### config.mk
export PLATFORM = sky130hd
export DESIGN_NAME = pwm_duty_sequencer
export DESIGN_NICKNAME = d
export VERILOG_FILES = /design/src/rtl/pwm_seq_pkg.sv /design/src/rtl/tick_prescaler.sv /design/src/rtl/pwm_duty_sequencer.sv
export SDC_FILE = /design/constraint.sdc
export NUM_CORES = 1
export LEC_CHECK = 0
export ABC_AREA = 0
export BUFFER_PORTS_ARGS = -buffer_cell sky130_fd_sc_hd__buf_2
export CAP_MARGIN = 15
export CORE_MARGIN = 10
export CORE_UTILIZATION = 30
export DETAILED_ROUTE_END_ITERATION = 8
export GPL_TIMING_DRIVEN = 0
export PLACE_DENSITY = 0.55
export SYNTH_ARGS = -nofsm -noshare
export SYNTH_HDL_FRONTEND = slang
export SYNTH_SLANG_ARGS = --single-unit
### constraint.sdc
create_clock -name CLK -period 2.3 [get_ports CLK]
set_input_delay 0.23 -clock CLK [delete_from_list [all_inputs] [get_ports CLK]]
set_output_delay 0.23 -clock CLK [all_outputs]
set_load 0.005 [all_outputs]
### src/rtl/pwm_seq_pkg.sv
// Shared types, channel encodings and saturating level arithmetic for the
// PWM duty sequencer.
package pwm_seq_pkg;

  typedef enum logic [1:0] {
    IDLE = 2'd0,
    UP   = 2'd1,
    HOLD = 2'd2,
    DOWN = 2'd3
  } seq_state_t;

  localparam logic [1:0] CH_R  = 2'd0;
  localparam logic [1:0] CH_G  = 2'd1;
  localparam logic [1:0] CH_B  = 2'd2;
  localparam logic [1:0] CH_BZ = 2'd3;

  // Wide enough for duty words up to 16 bits plus one guard bit for saturation.
  localparam int LVL_W = 17;
  typedef logic [LVL_W-1:0] lvl_t;

  function automatic lvl_t sat_add(input lvl_t level, input lvl_t step, input lvl_t dmax);
    lvl_t sum;
    sum = level + step;
    return (sum > dmax) ? dmax : sum;
  endfunction

  function automatic lvl_t sat_sub(input lvl_t level, input lvl_t step);
    return (level > step) ? level - step : '0;
  endfunction

endpackage

### src/rtl/tick_prescaler.sv
// Free-running prescaler: one-cycle tick every PRESCALE clocks while i_run is
// high; the count is held at zero while i_run is low.
module tick_prescaler #(
  parameter int PRESCALE = 50000
) (
  input  logic CLK,
  input  logic RST_n,
  input  logic i_run,
  output logic o_tick
);

  localparam int CW = (PRESCALE > 2) ? $clog2(PRESCALE) : 1;

  logic [CW-1:0] cnt;

  assign o_tick = i_run && (cnt == CW'(PRESCALE - 1));

  // NOTE: sequential state is written with <= so every flop samples the
  // pre-edge values of its neighbours, independent of statement order.
  always_ff @(posedge CLK or negedge RST_n) begin
    if (!RST_n)                cnt <= '0;
    else if (!i_run || o_tick) cnt <= '0;
    else                       cnt <= cnt + CW'(1);
  end

endmodule

### src/rtl/pwm_duty_sequencer.sv
// Breathing duty-cycle source: ramps one channel up, holds, ramps down, then
// rotates to the next channel. Define SEQ_BZ_EN to include the buzzer.
module pwm_duty_sequencer
  import pwm_seq_pkg::*;
#(
  parameter int DUTY_W     = 8,
  parameter int PRESCALE   = 50000,
  parameter int STEP       = 4,
  parameter int HOLD_TICKS = 16
) (
  input  logic              CLK,
  input  logic              RST_n,
  input  logic              i_enable,
  input  logic              i_ready,
  output logic              o_valid,
  output logic [DUTY_W-1:0] o_duty_bz,
  output logic [DUTY_W-1:0] o_duty_r,
  output logic [DUTY_W-1:0] o_duty_g,
  output logic [DUTY_W-1:0] o_duty_b,
  output logic [1:0]        o_chan,
  output logic              o_busy
);

  localparam lvl_t DMAX_L = lvl_t'((1 << DUTY_W) - 1);
  localparam lvl_t STEP_L = lvl_t'(STEP);
  localparam int   HW     = $clog2(HOLD_TICKS + 1);

  function automatic logic [1:0] next_chan(input logic [1:0] c);
`ifdef SEQ_BZ_EN
    return c + 2'd1;
`else
    return (c == CH_B) ? CH_R : c + 2'd1;
`endif
  endfunction

  seq_state_t        state, state_nxt;
  logic [DUTY_W-1:0] level, level_nxt;
  logic [1:0]        chan, chan_nxt;
  logic [HW-1:0]     hold_cnt, hold_nxt, hold_inc;
  logic              pending, pending_nxt;
  logic              en_q;
  logic              tick, stall, take_pending, step_tick, publish;
  lvl_t              lvl_calc;

  tick_prescaler #(.PRESCALE(PRESCALE)) u_prescaler (
    .CLK    (CLK),
    .RST_n  (RST_n),
    .i_run  (i_enable),
    .o_tick (tick)
  );

  // NOTE: every always_comb output gets a default first, so no path through
  // the case/if tree can leave a value unassigned and infer a latch.
  always_comb begin
    stall        = o_valid && !i_ready;
    take_pending = pending && !o_valid;
    step_tick    = (tick && !stall) || take_pending;
    state_nxt    = state;
    level_nxt    = level;
    chan_nxt     = chan;
    hold_nxt     = hold_cnt;
    hold_inc     = hold_cnt + HW'(1);
    pending_nxt  = pending;
    publish      = 1'b0;
    lvl_calc     = lvl_t'(level);

    // At most one tick is remembered across a stalled handshake.
    if (take_pending)       pending_nxt = tick;
    else if (tick && stall) pending_nxt = 1'b1;

    if (step_tick) begin
      case (state)
        IDLE: state_nxt = UP;
        UP: begin
          lvl_calc  = sat_add(lvl_t'(level), STEP_L, DMAX_L);
          level_nxt = lvl_calc[DUTY_W-1:0];
          publish   = 1'b1;
          if (lvl_calc == DMAX_L) begin
            state_nxt = HOLD;
            hold_nxt  = '0;
          end
        end
        HOLD: begin
          hold_nxt = hold_inc;
          if (hold_inc == HW'(HOLD_TICKS)) state_nxt = DOWN;
        end
        DOWN: begin
          lvl_calc  = sat_sub(lvl_t'(level), STEP_L);
          level_nxt = lvl_calc[DUTY_W-1:0];
          publish   = 1'b1;
          if (lvl_calc == '0) begin
            chan_nxt  = next_chan(chan);
            state_nxt = UP;
          end
        end
        default: state_nxt = IDLE;
      endcase
    end

    // Disabling overrides everything, including an unaccepted older set.
    if (!i_enable) begin
      state_nxt   = IDLE;
      level_nxt   = '0;
      chan_nxt    = CH_R;
      hold_nxt    = '0;
      pending_nxt = 1'b0;
      publish     = en_q;
    end
  end

  always_ff @(posedge CLK or negedge RST_n) begin
    if (!RST_n) begin
      state     <= IDLE;
      level     <= '0;
      chan      <= CH_R;
      hold_cnt  <= '0;
      pending   <= 1'b0;
      en_q      <= 1'b0;
      o_valid   <= 1'b0;
      o_duty_r  <= '0;
      o_duty_g  <= '0;
      o_duty_b  <= '0;
`ifdef SEQ_BZ_EN
      o_duty_bz <= '0;
`endif
      o_chan    <= CH_R;
      o_busy    <= 1'b0;
    end else begin
      state    <= state_nxt;
      level    <= level_nxt;
      chan     <= chan_nxt;
      hold_cnt <= hold_nxt;
      pending  <= pending_nxt;
      en_q     <= i_enable;
      o_busy   <= (state_nxt != IDLE);
      if (publish) begin
        o_valid   <= 1'b1;
        o_duty_r  <= (chan_nxt == CH_R)  ? level_nxt : '0;
        o_duty_g  <= (chan_nxt == CH_G)  ? level_nxt : '0;
        o_duty_b  <= (chan_nxt == CH_B)  ? level_nxt : '0;
`ifdef SEQ_BZ_EN
        o_duty_bz <= (chan_nxt == CH_BZ) ? level_nxt : '0;
`endif
        o_chan    <= chan_nxt;
      end else if (o_valid && i_ready) begin
        o_valid <= 1'b0;
      end
    end
  end

`ifndef SEQ_BZ_EN
  assign o_duty_bz = '0;
`endif

endmodule

=== Word-level counts from Yosys, hierarchy flattened ===
Index checks and enable logic that the tools add are counted.

* Register bits after elaboration: 63
* Bits of input ports: 4
* Output and inout port bits: 36
* Logic and storage cells: 84

* $lt $le $gt $ge: 2
* Mux-type cells: 32
* Reductions and logical operators: 19
* Add/subtract/negate cells: 5
* Equal/unequal tests: 13

{| class="wikitable"
|+ Operator list
! kind !! count
|-
| $mux 8 || 5
|-
| $mux 2 || 10
|-
| $logic_not 17->1 || 1
|-
| $mux 17 || 1
|-
| $add 16x1->16 const B || 1
|-
| $eq 16x16->1 const B || 1
|-
| $mux 16 || 1
|-
| $pmux 8 s2 || 1
|-
| $mux 5 || 3
|-
| $pmux 5 s2 || 1
|-
| $add 8x3->9 const B || 1
|-
| $eq 9x8->1 const B || 1
|-
| $gt 9x8->1 const B || 1
|-
| $mux 9 || 1
|-
| $sub 8x3->9 const B || 1
|-
| $eq 2x2->1 const B || 4
|-
| $gt 8x3->1 const B || 1
|-
| $mux 1 || 8
|-
| $pmux 2 s4 || 1
|-
| $logic_and 1x1->1 || 6
|-
| $ne 3x1->1 const B || 2
|-
| $add 5x1->5 const B || 1
|-
| $eq 5x5->1 const B || 1
|-
| $eq 2x1->1 const B || 2
|-
| other kinds (9) || 15
|}

=== Longest topological paths before layout ===
Gate-level depths: netlist of run 1.

* Depth in word-level cells: 9
* Depth in mapped cells: 9
* Depth with buffers taken out: 8

=== By module ===
From an unflattened synthesis of run 1, not the netlist that was laid out.

* Cells, all modules: 361
* Area total of the unflattened synthesis: 3437.0 um2

{| class="wikitable"
|+ Modules (own cells, without submodules)
! module !! area an instance (um2) !! seq. area each (um2) !! cells an instance !! instances
|-
| pwm_duty_sequencer || 2625.0 || 1176.1 || 279 || 1
|-
| tick_prescaler || 812.0 || 400.4 || 82 || 1
|}

=== Least setup slack after synthesis of run 1 ===
No wires, ideal clock.

* Path kind: reg2reg
* Start point: register level[2]
* End point: register o_chan[1]
* Buffers on the path: 2
* Setup time: 0.121 ns
* Arrival: 2.090 ns
* Stages on the path, launching flop included: 10
* Setup slack: 0.089 ns
* Clock period less this slack: 2.211 ns
* Required time: 2.179 ns
* Cells stage by stage: dfrtp_1 -> clkbuf_1 -> inv_1 -> ha_1 -> xor2_1 -> nor4_1 -> o2111ai_1 -> buf_4 -> mux2_4 -> a22o_1

* Longest elaborated chain between the ends: 7
* Elaborated cells on any way between the ends: 8
* Those cells by class: add/sub (1); order compare (1); mux (5); reduce/logical (1)

{| class="wikitable"
|+ Ends and longest elaborated chain
! element !! RTL line !! text
|-
| start: declaration || pwm_duty_sequencer.sv:37 || <nowiki>logic [DUTY_W-1:0] level, level_nxt;</nowiki>
|-
| start signal: assignment || pwm_duty_sequencer.sv:130 || <nowiki>level <= level_nxt;</nowiki>
|-
| $sub 8x3->9 / $gt 8x3->1 (equally long branches) || pwm_seq_pkg.sv:28 || <nowiki>return (level > step) ? level - step : '0;</nowiki>
|-
| $mux 17 (*) || pwm_seq_pkg.sv:28 ||
|-
| $logic_not 17->1 (*) || pwm_duty_sequencer.sv:91 || <nowiki>if (lvl_calc == '0) begin</nowiki>
|-
| $mux 2 (*) || pwm_duty_sequencer.sv:91 ||
|-
| $mux 2 (*) || pwm_duty_sequencer.sv:72 || <nowiki>case (state)</nowiki>
|-
| $mux 2 (*) || pwm_duty_sequencer.sv:71 || <nowiki>if (step_tick) begin</nowiki>
|-
| $mux 2 (*) || pwm_duty_sequencer.sv:101 || <nowiki>if (!i_enable) begin</nowiki>
|-
| end signal: assignment || pwm_duty_sequencer.sv:144 || <nowiki>o_chan <= chan_nxt;</nowiki>
|-
| end: declaration || pwm_duty_sequencer.sv:20 || <nowiki>output logic [1:0] o_chan,</nowiki>
|}

Every way passes the cells marked *; elsewhere a longest branch is shown, timed or not.
A chain may end at the register's enable or synchronous reset.

=== Final worst setup path of run 1 ===
* Start point: register level[3]
* End point: register o_duty_g[1]

* Longest elaborated chain between the ends: 9
* Elaborated cells on any way between the ends: 16
* Those cells by class: add/sub (2); order compare (2); eq/ne (1); mux (10); reduce/logical (1)

{| class="wikitable"
|+ Ends and longest elaborated chain
! element !! RTL line !! text
|-
| branches (longest 8 deep; another with $add 8x3->9) || - ||
|-
| $mux 8 (*) || pwm_duty_sequencer.sv:139 || <nowiki>o_duty_g <= (chan_nxt == CH_G) ? level_nxt : '0;</nowiki>
|-
| end signal: assignment || pwm_duty_sequencer.sv:139 ||
|-
| end: declaration || pwm_duty_sequencer.sv:18 || <nowiki>output logic [DUTY_W-1:0] o_duty_g,</nowiki>
|}

Mark *: on every way between the ends.

==> results of run 1 <==
-- cell type report --
class                   instances  area (sq um)
fillers                      1153          6890
multi-input cells             278          1890
flip-flops and latches         63          1580
repair buffers                 48           285
clock buffers                  12           236
well taps                     143           179
plain buffers                  23           150
clock inverters                 4          70.1
inverters                      10          37.5
-- metal layers --
| metal | wire, um | GRT usage (%) | up-vias |
|---|---|---|---|
| met4 | 65 | 3.42 | 0 |
| li1 | - | - | 1435 |
| met3 | 470 | 3.52 | 6 |
| met5 | 0 | 0 | - |
| met2 | 4380 | 17.0 | 71 |
| met1 | 4520 | 15.3 | 1468 |
-- cells by family after synthesis --
family | after synthesis | synth area share [%]
and+or+nand+nor | 149 | 22.3
AOI/OAI and AO/OA | 88 | 17.0
DFF | 63 | 45.7
buffers and inverters | 34 | 4.94
xor gates and xnor gates | 17 | 4.32
muxes | 10 | 3.48
adders and majority gates | 6 | 2.18
other | 1 | 0.109
-- cells in the final DEF, fill, tap and decap left out, drive strengths merged, types with 2 or more instances in the layout --
cell type  instances
a211oi             5
a21o               2
a21oi             15
a22o              12
a22oi              3
a2bb2oi            2
a31oi              4
and2               4
and3               6
and4b              2
buf               64
bufinv             2
clkbuf            19
clkinv             4
conb               8
dfrtp             63
ha                 6
inv                8
mux2               4
mux2i              6
nand2             33
nand2b             4
nand3             17
nand3b             2
nand4              5
nor2              42
nor2b              8
nor3               9
nor3b              3
nor4               5
o21ai             29
o311ai             2
o31ai              4
or3                2
xnor2             10
xor2               7
-- worst register-to-register path, cell delays in order (launching register included) --
cell,delay [ps]
sky130_fd_sc_hd__dfrtp_2,440
sky130_fd_sc_hd__inv_1,120
sky130_fd_sc_hd__ha_1,190
sky130_fd_sc_hd__nor3b_1,140
sky130_fd_sc_hd__o21a_2,260
sky130_fd_sc_hd__o2111ai_2,250
sky130_fd_sc_hd__buf_6,180
sky130_fd_sc_hd__mux2_4,340
sky130_fd_sc_hd__a22o_1,220
-- power groups by stage --
stage	logic, W	clock network [W]	registers, W
floorplan	0.0000453	0	0.00114
finish	0.0000913	0.00143	0.00113
detailed placement	0.0000890	0	0.00114
CTS	0.0000898	0.00146	0.00113
global route	0.000106	0.00150	0.00113
global placement	0.0000864	0	0.00114
-- worst max path at each step --
stage,startpoint,end,slack [ps],depth (start not counted)
5_1_grt,level[3]$_DFF_PN0_,o_duty_g[7]$_DFFE_PN0P_,-50,8
3_5_place_dp,u_prescaler.cnt[0]$_DFF_PN0_,o_duty_r[1]$_DFFE_PN0P_,-380,9
6_report,level[3]$_DFF_PN0_,o_duty_g[1]$_DFFE_PN0P_,50,8
3_3_place_gp,u_prescaler.cnt[0]$_DFF_PN0_,o_duty_r[1]$_DFFE_PN0P_,-300,9
4_1_cts,u_prescaler.cnt[11]$_DFF_PN0_,o_duty_g[1]$_DFFE_PN0P_,10,7
2_1_floorplan,level[2]$_DFF_PN0_,o_chan[1]$_DFFE_PN0P_,90,9
-- sequential cells by signal, summed over array words and instances, names as in the netlist, 2 cells and up --
register and flops:
chan 2, hold_cnt 5, level 8, o_chan 2
o_duty_b 8, o_duty_g 8, o_duty_r 8, state 2
u_prescaler.cnt 16
-- what timing repair did --
item                                    4_1_cts  5_1_grt
buffers inserted                              4       12
resized for setup                            19       26
endpoints found under the setup margin       35       31
cloned                                        0        1
pin swaps                                     1        6
-- per-stage QoR --
stage	cells	setup slack [ps]
global placement	549	-303
CTS	569	9.89
floorplan	375	89.3
finish	581	52.7
detailed placement	549	-379
global route	581	-49.3
==> results.txt, run 1 <==
- The run finished, with violations left.
- Violated checks: negative hold slack
- The die is 127 um tall.
* Setup repair after global routing missed its margin: true
* Final critical-path share of the clock period: 97.7%
- Crit path time final: 2250 ps
- Summed over all cells, the static leakage comes to 1.99 nW.
- Fraction of post-synthesis cell area in the top cell type by area: 45.7%
- Sequential cells burn 42.5% of the power.
* Hold-fix buffer count after cts: 0
- The finished cells cover 0.00443 sq mm.
- Clock skew on the completed layout was measured at 10.3 ps.
- Flip-flop and latch count after synthesis: 63
- PD cells: 598 mW/mm^2
- The design draws 0.00265 W.
- Clock tree from TritonCTS: built
- Final-report setup violation count: 0
* Antenna diode count: 0
- Clock input transition at the sequential cells of the worst setup and hold paths: 50 ps
- Across all hold checks on the routed design, the worst slack comes to -16.0 ps.
- In the final timing run, aggregate negative setup slack is 0 ps.
- Routability-driven placement finished with a final weighted congestion of 0.920.
- The clock passes through at most 2 buffers.
- At the pin with the least slew margin, the transition time is 815 ps.
- TritonCTS created 9 clock buffers.
- Clock tree root buffer cell: sky130_fd_sc_hd__clkbuf_16
- During placement, the flow inserted port buffers numbering 31.
- Flip-flop cell with the highest count after synthesis: sky130_fd_sc_hd__dfrtp_1
- Once layout is complete, the utilization of the core stands at 39.1%.
- A synthesized cell averages 9.37 sq um.
- Counting distinct cell types in the post-synthesis netlist gives 56.
* Initial Util: 30.4%
- Die Outline Area: 0.0162 sq mm
- The Yosys step of the flow raised 0 warnings.
* Total congestion overflow after global routing: 0
- Crit Path Class: reg -> reg
- Portion of the post-synthesis area used by sequential elements: 45.7%
* Core outline area: 0.0113 sq mm
* Number of global-route vias before repair: 2871
* Fraction of synthesis flops using an asynchronous set or reset pin: 100%
- Post-Synthesis Cell Area: 0.00345 sq mm
- The floorplan has 39 rows.
- The hold violation count in the final report was 6.
- The min-delay analysis places its worst path in the category in -> async.
- Count of final max-slew check failures: 0
* Count of flip-flops with a built-in enable after synthesis: 0
* Bufs and invs on worst path: 2
- Family of cells with the greatest summed delay on the critical path: compound AO/OA/AOI/OAI gates
- Derived from the worst setup path, the maximum achievable clock frequency is 445 MHz.
- Chip Width: 127 um
- After detailed routing, the number of remaining DRC violations is 0.
- Total routed wirelength: 9440 um
- Max capacitance violation total: 0
- Measured in cells, the most critical reg-to-reg path has a length of 8.
- Initial antenna violation count: 0
- Count of H-tree levels built during CTS: 3
* Max transition margin: 45.6%
- Part of the total power dissipated in combinational logic: 3.4%
- Most frequently used cell type in the post-synthesis netlist: sky130_fd_sc_hd__dfrtp_1
* Maximum number of pins on one net before global-route repair: 64
- Cell count after synthesis: 368
- 40 I/O pins were placed.
* Remaining antenna violation count after routing: 0
* DR WL/cell: 16.3 um
* Library cell contributing the largest single delay on the critical path: sky130_fd_sc_hd__dfrtp_2
* Total internal power: 0.00209 W
- The worst register-to-register path has a setup slack of 50 ps.
* Number of vias per cell: 5.13
- Global routing used 11.4% of the available tracks across all layers.
- Arrival time at the worst endpoint: 2460 ps
- The first global-routing pass estimated 15100 um of wire.
- The post-route netlist has 26.5% of its cells at a drive strength greater than 1.
* Cells taking the most area after synthesis: sky130_fd_sc_hd__dfrtp_1, sky130_fd_sc_hd__nor2_1, sky130_fd_sc_hd__o21ai_0
- Reg-to-Reg Start: level[3]$_DFF_PN0_
- The biggest area contributor in the post-synthesis netlist is sky130_fd_sc_hd__dfrtp_1.
* Via total after detailed routing: 2980
- Part of the total power dissipated in the clock network: 54.1%
* Clock sink total: 63
- Reg2Reg Capture Point: o_duty_g[1]$_DFFE_PN0P_
- After legalization and detailed placement, the total HPWL measured 6410 um.
* Detailed Route Iter0 Violations: 149
- Post-detailed-placement cell area: 0.00381 sq mm
* Largest voltage drop on the vdd net: 0.436 mV
- In the synthesized netlist, the cells that appear most often are sky130_fd_sc_hd__dfrtp_1, sky130_fd_sc_hd__nor2_1, sky130_fd_sc_hd__nand2_1.
- Worst path cell trace: inv_1 > ha_1 > nor3b_1 > o21a_2 > o2111ai_2 > buf_6 > mux2_4 > a22o_1
* Later-pin clock latency in the skew report: 340 ps
- At the end of the flow, the number of nets in the layout was 443.
* Critical Path Sink Type: flop
* First-pass iteration count of the detailed router: 4
* Critical Path Fanout Max: 7
- For the worst setup path, the data required time is 2520 ps.
- Compared with the post-synthesis result, the final layout area differs by 28.6%.
* Switching share of power: 21.1%
* Total net switching power: 0.000560 W
* Critical path startpoint category: flop
- In this design, the stage delay of the slowest critical-path cell is 440 ps.
Note: power is estimated with default switching activity, not from simulation.
==> inputs of run 2 (changes only) <==
CTS_BUF_LIST = sky130_fd_sc_hd__clkbuf_16   (was not set)
GPL_TIMING_DRIVEN = not set   (was 0)
PLACE_DENSITY = not set   (was 0.55)
==> run 2 against run 1 <==
The flow now finishes without violations. Critical path depth unchanged. Power decreased by 7.2%. Register-to-register slack gained 40 ps. Count of clock-buffer cells in the layout down 3. Non-clock buffer count fell by 1. Die area unchanged. Flip-flop and latch count did not move. First-iteration DRC count grew 38%. Sequential share of layout area rose by 0.74 points. Largest cell class unchanged.
==> results.txt, run 2 (same netlist as run 1, synthesis figures left out) <==
- Total congestion overflow after global routing: 0
- Most common cell after layout, fill and taps aside: sky130_fd_sc_hd__dfrtp_1
- The pre-antenna-repair detailed-routing pass consisted of 4 iterations.
* Initial antenna violation count: 0
- Total leakage power: 1.97 nW
- The signal on the critical path passes through buf_4 > or3_1 > nor3b_1 > a21oi_1 > o2111ai_2 > buf_6 > mux2_4 > a22o_1.
* Die Span Y: 127 um
* Endpoint required time on the critical path: 2520 ps
* Largest incremental delay on the critical path: 410 ps
* Clock tree root buffer cell: sky130_fd_sc_hd__clkbuf_16
* Antenna diode count: 0
- STA classifies the critical path startpoint as a flop.
- The die is 127 um wide.
* Largest voltage drop on the vdd net: 0.532 mV
* Number of global-route vias before repair: 2941
- Ports: 40
* Critical Path Sink Type: flop
- Final-report setup violation count: 0
- Core outline area: 0.0113 sq mm
* Family of cells with the greatest summed delay on the critical path: simple AND/OR/NAND/NOR gates
* Arrival time at the worst endpoint: 2430 ps
* I/O Buffers: 31
- Maximum number of pins on one net before global-route repair: 26
* Status: completed
- For the pin with the worst max-slew slack, the measured transition is 535 ps.
* Synth-to-layout area growth: 25.7%
- Setup slack, reg-to-reg: 90 ps
* Placer congestion estimate: 0.911
- Hpwl dp: 6750 um
- TNS Setup: 0 ps
- Setup repair after global routing missed its margin: true
* Via total after detailed routing: 2956
- Global routing consumed, over all layers together, 11.7% of the routing resources.
- Deepest clock path buffer count: 2
* Rows: 39
- Hold crit path type: in -> reg
* Max capacitance violation total: 0
* Filler instances: 1143
- Final Hold Vio Count: 0
* Total power after layout: 0.00246 W
- Clock tree synthesis inserted a total of 9 buffers.
- Library cell contributing the largest single delay on the critical path: sky130_fd_sc_hd__or3_1
- Register ranked first by flip-flop count: u_prescaler.cnt
* Highest attainable clock frequency: 453 MHz
- Crit Path Class: reg -> reg
- The worst path uses 96.0% of the clock period.
- The clock tree synthesis step divided the H-tree into 3 levels.
- The post-route netlist has 24.9% of its cells at a drive strength greater than 1.
- Crit path time final: 2210 ps
- DR WL/cell: 15.9 um
- After the last flow step, the layout net total stands at 442.
- The die covers 0.0162 sq mm.
- Dividing total power by cell area gives a power density of 568 mW/mm^2.
* Max reg flops: 16
- In the routed layout, each cell is associated on average with a via count of 5.10.
- TritonCTS built the clock tree.
- Clock input transition at the sequential cells of the worst setup and hold paths: 60 ps
* Remaining antenna violation count after routing: 0
- The first routing iteration left 206 violations.
- Initial Util: 30.4%
- Wire length of the first global-routing pass: 15700 um
- Highest-count cells in the layout ignoring fill and taps: sky130_fd_sc_hd__dfrtp_1, sky130_fd_sc_hd__nor2_1, sky130_fd_sc_hd__buf_4
* Finished Layout Cells: 580
* Setup skew after layout: 9.33 ps
- Once placement completed, the tool counted placed cells totaling 563.
* Max transition margin: 64.4%
* Final routed DRC violation total: 0
- Bufs and invs on worst path: 2
- Later-pin clock latency in the skew report: 330 ps
* Total routed wirelength: 9240 um
* Clock sink total: 63
- Critical Path Fanout Max: 9
* Count of final max-slew check failures: 0
[run 2: cell types whose count changed in the layout (fill, tap and decap cells not counted), moves of 3 or more]
cell	previous run	this run
sky130_fd_sc_hd__buf_4	25	36
sky130_fd_sc_hd__dfrtp_2	3	0
sky130_fd_sc_hd__clkinv_4	0	3
sky130_fd_sc_hd__dfrtp_1	60	63
sky130_fd_sc_hd__clkbuf_1	9	0
sky130_fd_sc_hd__buf_2	36	31
[run 2: worst register-to-register path, delay by kind of cell, from the launching register on]
| kind | cells | cell delay (ps) |
|---|---|---|
| compound gates | 3 | 380 |
| buf+inv | 2 | 360 |
| flops | 1 | 380 |
| mux | 1 | 340 |
| simple gates | 2 | 640 |
[run 2: final timing paths]
kind	cells after the start	endpoint	start
worst max-delay path	8	o_duty_g[6]$_DFFE_PN0P_	level[3]$_DFF_PN0_
worst min-delay path	2	en_q$_DFF_PN0_	i_enable
worst max register to register	8	o_duty_g[6]$_DFFE_PN0P_	level[3]$_DFF_PN0_
worst min register to register	1	u_prescaler.cnt[0]$_DFF_PN0_	u_prescaler.cnt[0]$_DFF_PN0_
max in group asynchronous	3	level[3]$_DFF_PN0_	RST_n
min in group asynchronous	2	u_prescaler.cnt[9]$_DFF_PN0_	RST_n
[run 2: per-stage QoR]
step	hold slack (ps)	util, %	setup WS, ps	cell area (sq um)
2_1_floorplan	-65.6	-	89.3	3470
3_3_place_gp	238	35.1	-3.96	3980
3_5_place_dp	241	35.1	-3.48	3980
4_1_cts	250	37.7	23.1	4270
5_1_grt	256	38.3	-23.2	4330
6_report	251	38.3	92.2	4330
[run 2: cell type report]
class	count	area (sq um)	share of cell area, %
Multi-Input combinational cell	278	1800	41.5
Clock inverter	7	50.0	1.16
Timing Repair Buffer	70	467	10.8
Tap cell	143	179	4.13
Inverter	10	37.5	0.867
Sequential cell	63	1580	36.4
Clock buffer	9	225	5.20
[run 2: what timing repair did]
| action | CTS | global route |
|---|---|---|
| resized for setup | 2 | 14 |
| endpoints found under the setup margin | 13 | 26 |
| hold buffers | 1 | 0 |
| pin swaps | 0 | 2 |
| hold endpoints to repair | 21 | 0 |
| setup buffers | 0 | 0 |
[run 2: power by group]
part           switching [W]  internal [W]   total, W  leakage [nW]
registers         0.00000748       0.00112    0.00112         0.873
clock network       0.000520      0.000727    0.00125         0.129
logic              0.0000620     0.0000253  0.0000874         0.968
total               0.000590       0.00187    0.00246          1.97
[run 2: metal layers]
metal / up-vias / global-route usage (%) / part of all wire [%]
met2: 66 / 18.3 / 48
met3: 7 / 3.43 / 4.8
met1: 1451 / 15.5 / 46
li1: 1432 / - / -
met4: 0 / 3.08 / 0.94
met5: - / 0 / 0
==> inputs of run 3 (changes only) <==
clock period = 2.37 ns   (was 2.3 ns; I/O delays follow)
==> run 3 against run 2 <==
Count of clock-buffer cells in the layout is the same. Register-to-register slack about the same. Wire length shrank 5.8%. Critical path type unchanged. Cell count is 1.7% lower.
==> results.txt, run 3 (same netlist as run 1, synthesis figures left out) <==
- Top Metal Used: met4
- The library cell used most frequently in the layout, excluding fill and tap cells, is sky130_fd_sc_hd__dfrtp_1.
- The die covers 0.0162 sq mm.
* Net count, final: 432
* Synth-to-layout area growth: 23.7%
- Total net switching power: 0.000561 W
- Cells with a size suffix above 1 make up 22.0% of the layout.
* Final Hold Vio Count: 0
* Max capacitance violation total: 0
* Critical Path Sink Type: flop
- Via total after detailed routing: 2905
- After clock tree synthesis, the clock-pin slew on the worst setup and hold paths is 60 ps.
* First-pass iteration count of the detailed router: 5
- In this run, CTS created clock tree buffers numbering 9.
- Detailed Route Iter0 Violations: 208
- Of the total power, the share spent switching nets is 22.6%.
- Wl on met1: 4100 um
- I/O Buffers: 31
- DR WL/cell: 15.3 um
- The internal portion of the total power is 0.00192 W.
- Critical path startpoint category: flop
* Initial Util: 30.4%
* Filler instances: 1134
- In this run the tightest slew margin relative to its limit is 66.1%.
* Clock sink total: 63
- Final routed DRC violation total: 0
* GRT Total Usage: 10.9%
- Clock tree root buffer cell: sky130_fd_sc_hd__clkbuf_16
* Total leakage power: 1.94 nW
* Register ranked first by flip-flop count: u_prescaler.cnt
* Count of H-tree levels built during CTS: 3
- The die is 127 um wide.
* Critical Path Fanout Max: 9
- Once placement completed, the tool counted placed cells totaling 553.
- Hold crit path type: in -> reg
- The routed design could run at a clock period as short as 2280 ps.
- The routed design uses 453 um of met3 wire.
* Core outline area: 0.0113 sq mm
- Final critical-path share of the clock period: 96.2%
- The register with the most flip-flops in the layout has 16 of them.
* TNS Setup: 0 ps
* Area of the multi-input gates: 0.00177 sq mm
- Number of vias per cell: 5.10
- Once the clock tree was built, the setup fixing pass inserted 0 buffers.
* Setup skew after layout: 7.99 ps
* Actual transition at the worst max-transition pin: 507 ps
- Setup repair after global routing left no endpoint under its margin.
- The final layout contains routed wiring with a total length of 8700 um.
- Initial antenna violation count: 0
- Data on the critical path arrives at its endpoint at 2500 ps.
- The clock network accounts for 52.7% of the total power.
- TritonCTS built the clock tree.
- Entering global routing, the biggest net connects 64 pins.
- Wire length of the first global-routing pass: 14700 um
- The congestion estimate from routability-driven global placement came to 0.894.
- Crit Path Class: reg -> reg
- Die Span Y: 127 um
- Detailed-routed wire length on met2: 4050 um
- PD cells: 582 mW/mm^2
- The initialized floorplan defines 39 standard-cell rows.
- Excluding fillers, the count of instances in the completed layout stands at 570.
* Final-report setup violation count: 0
* Antenna diode count: 0
- Ports: 40
- Count of final max-slew check failures: 0
- In the layout the commonest cells are sky130_fd_sc_hd__dfrtp_1, sky130_fd_sc_hd__nor2_1, sky130_fd_sc_hd__nand2_1.
- Global routing finished with a remaining overflow of 0.
* Part of the total power dissipated in combinational logic: 3.3%
- Deepest clock path buffer count: 2
* Remaining antenna violation count after routing: 0
- Later-pin clock latency in the skew report: 340 ps
* Area of all sequential standard cells: 0.00158 sq mm
- Hpwl dp: 6340 um
* Highest attainable clock frequency: 439 MHz
- Across all hold checks on the routed design, the worst slack comes to 180 ps.
- The flow ran to the end, and the final reports show no timing, DRC or antenna violations.
* Number of global-route vias before repair: 2933
* Endpoint required time on the critical path: 2590 ps
- Of the total power, registers draw 44.0%.
- Largest voltage drop on the vdd net: 0.702 mV
## run 3: cell count changes in the layout (fill, tap and decap cells not counted), moves of 2 or more
cell and delta:
sky130_fd_sc_hd__buf_4 -11, sky130_fd_sc_hd__mux2i_1 -2, sky130_fd_sc_hd__mux2i_2 +2, sky130_fd_sc_hd__nor2_1 +2
sky130_fd_sc_hd__nor2_2 -2, sky130_fd_sc_hd__nor4_1 +2, sky130_fd_sc_hd__nor4_2 -2
## run 3: path summary, 6_finish.rpt
check | slack [ps] | endpoint | startpoint | depth (start not counted)
setup / recovery | 90 | o_duty_g[1]$_DFFE_PN0P_ | u_prescaler.cnt[12]$_DFF_PN0_ | 7
hold / removal | 180 | en_q$_DFF_PN0_ | i_enable | 1
setup reg to reg | 90 | o_duty_g[1]$_DFFE_PN0P_ | u_prescaler.cnt[12]$_DFF_PN0_ | 7
hold reg to reg | 460 | u_prescaler.cnt[0]$_DFF_PN0_ | u_prescaler.cnt[0]$_DFF_PN0_ | 1
max in group asynchronous | 1650 | level[4]$_DFF_PN0_ | RST_n | 3
min in group asynchronous | 450 | u_prescaler.cnt[9]$_DFF_PN0_ | RST_n | 3
## run 3: routing by layer
| metal | GRT usage, % | vias to the layer above |
|---|---|---|
| met4 | 2.95 | 0 |
| li1 | - | 1419 |
| met2 | 16.7 | 66 |
| met3 | 4.26 | 12 |
| met1 | 13.9 | 1408 |
| met5 | 0 | - |
## run 3: repair_timing
item	4_1_cts	5_1_grt
setup endpoints to repair	0	25
endpoints found under the hold margin	63	0
gates resized for setup	0	11
hold buffers	1	0
## run 3: critical path: stages (launching register included)
cell and delay, ps:
sky130_fd_sc_hd__dfrtp_1 450, sky130_fd_sc_hd__nor4_4 280, sky130_fd_sc_hd__nand4_2 190, sky130_fd_sc_hd__o31ai_4 310
sky130_fd_sc_hd__o2111ai_1 190, sky130_fd_sc_hd__buf_6 200, sky130_fd_sc_hd__mux2_4 330, sky130_fd_sc_hd__a22o_1 220
## run 3: power groups by stage
stage | Combinational [W] | Clock (W) | Sequential (W)
CTS | 0.0000838 | 0.00134 | 0.00109
detailed placement | 0.0000824 | 0 | 0.00111
global route | 0.0000958 | 0.00140 | 0.00109
finish | 0.0000828 | 0.00131 | 0.00109
global placement | 0.0000809 | 0 | 0.00111
floorplan | 0.0000440 | 0 | 0.00111
## run 3: per-stage QoR
step	util, %	area [sq um]	worst slack [ps]	power (W)
floorplan	-	3470	159	0.00115
global placement	34.6	3910	71.1	0.00119
detailed placement	34.6	3910	44.9	0.00119
CTS	37.3	4220	29.5	0.00252
global route	37.7	4260	8.27	0.00258
finish	37.7	4260	90.3	0.00248
## run 3: cell type report
type	count	share of cell area [%]
clock buffer	9	5.28
clock inverter	7	1.70
inverter	10	0.880
multi-input combinational	278	41.5
sequential	63	37.0
tap	143	4.20
timing repair buffer	60	9.48
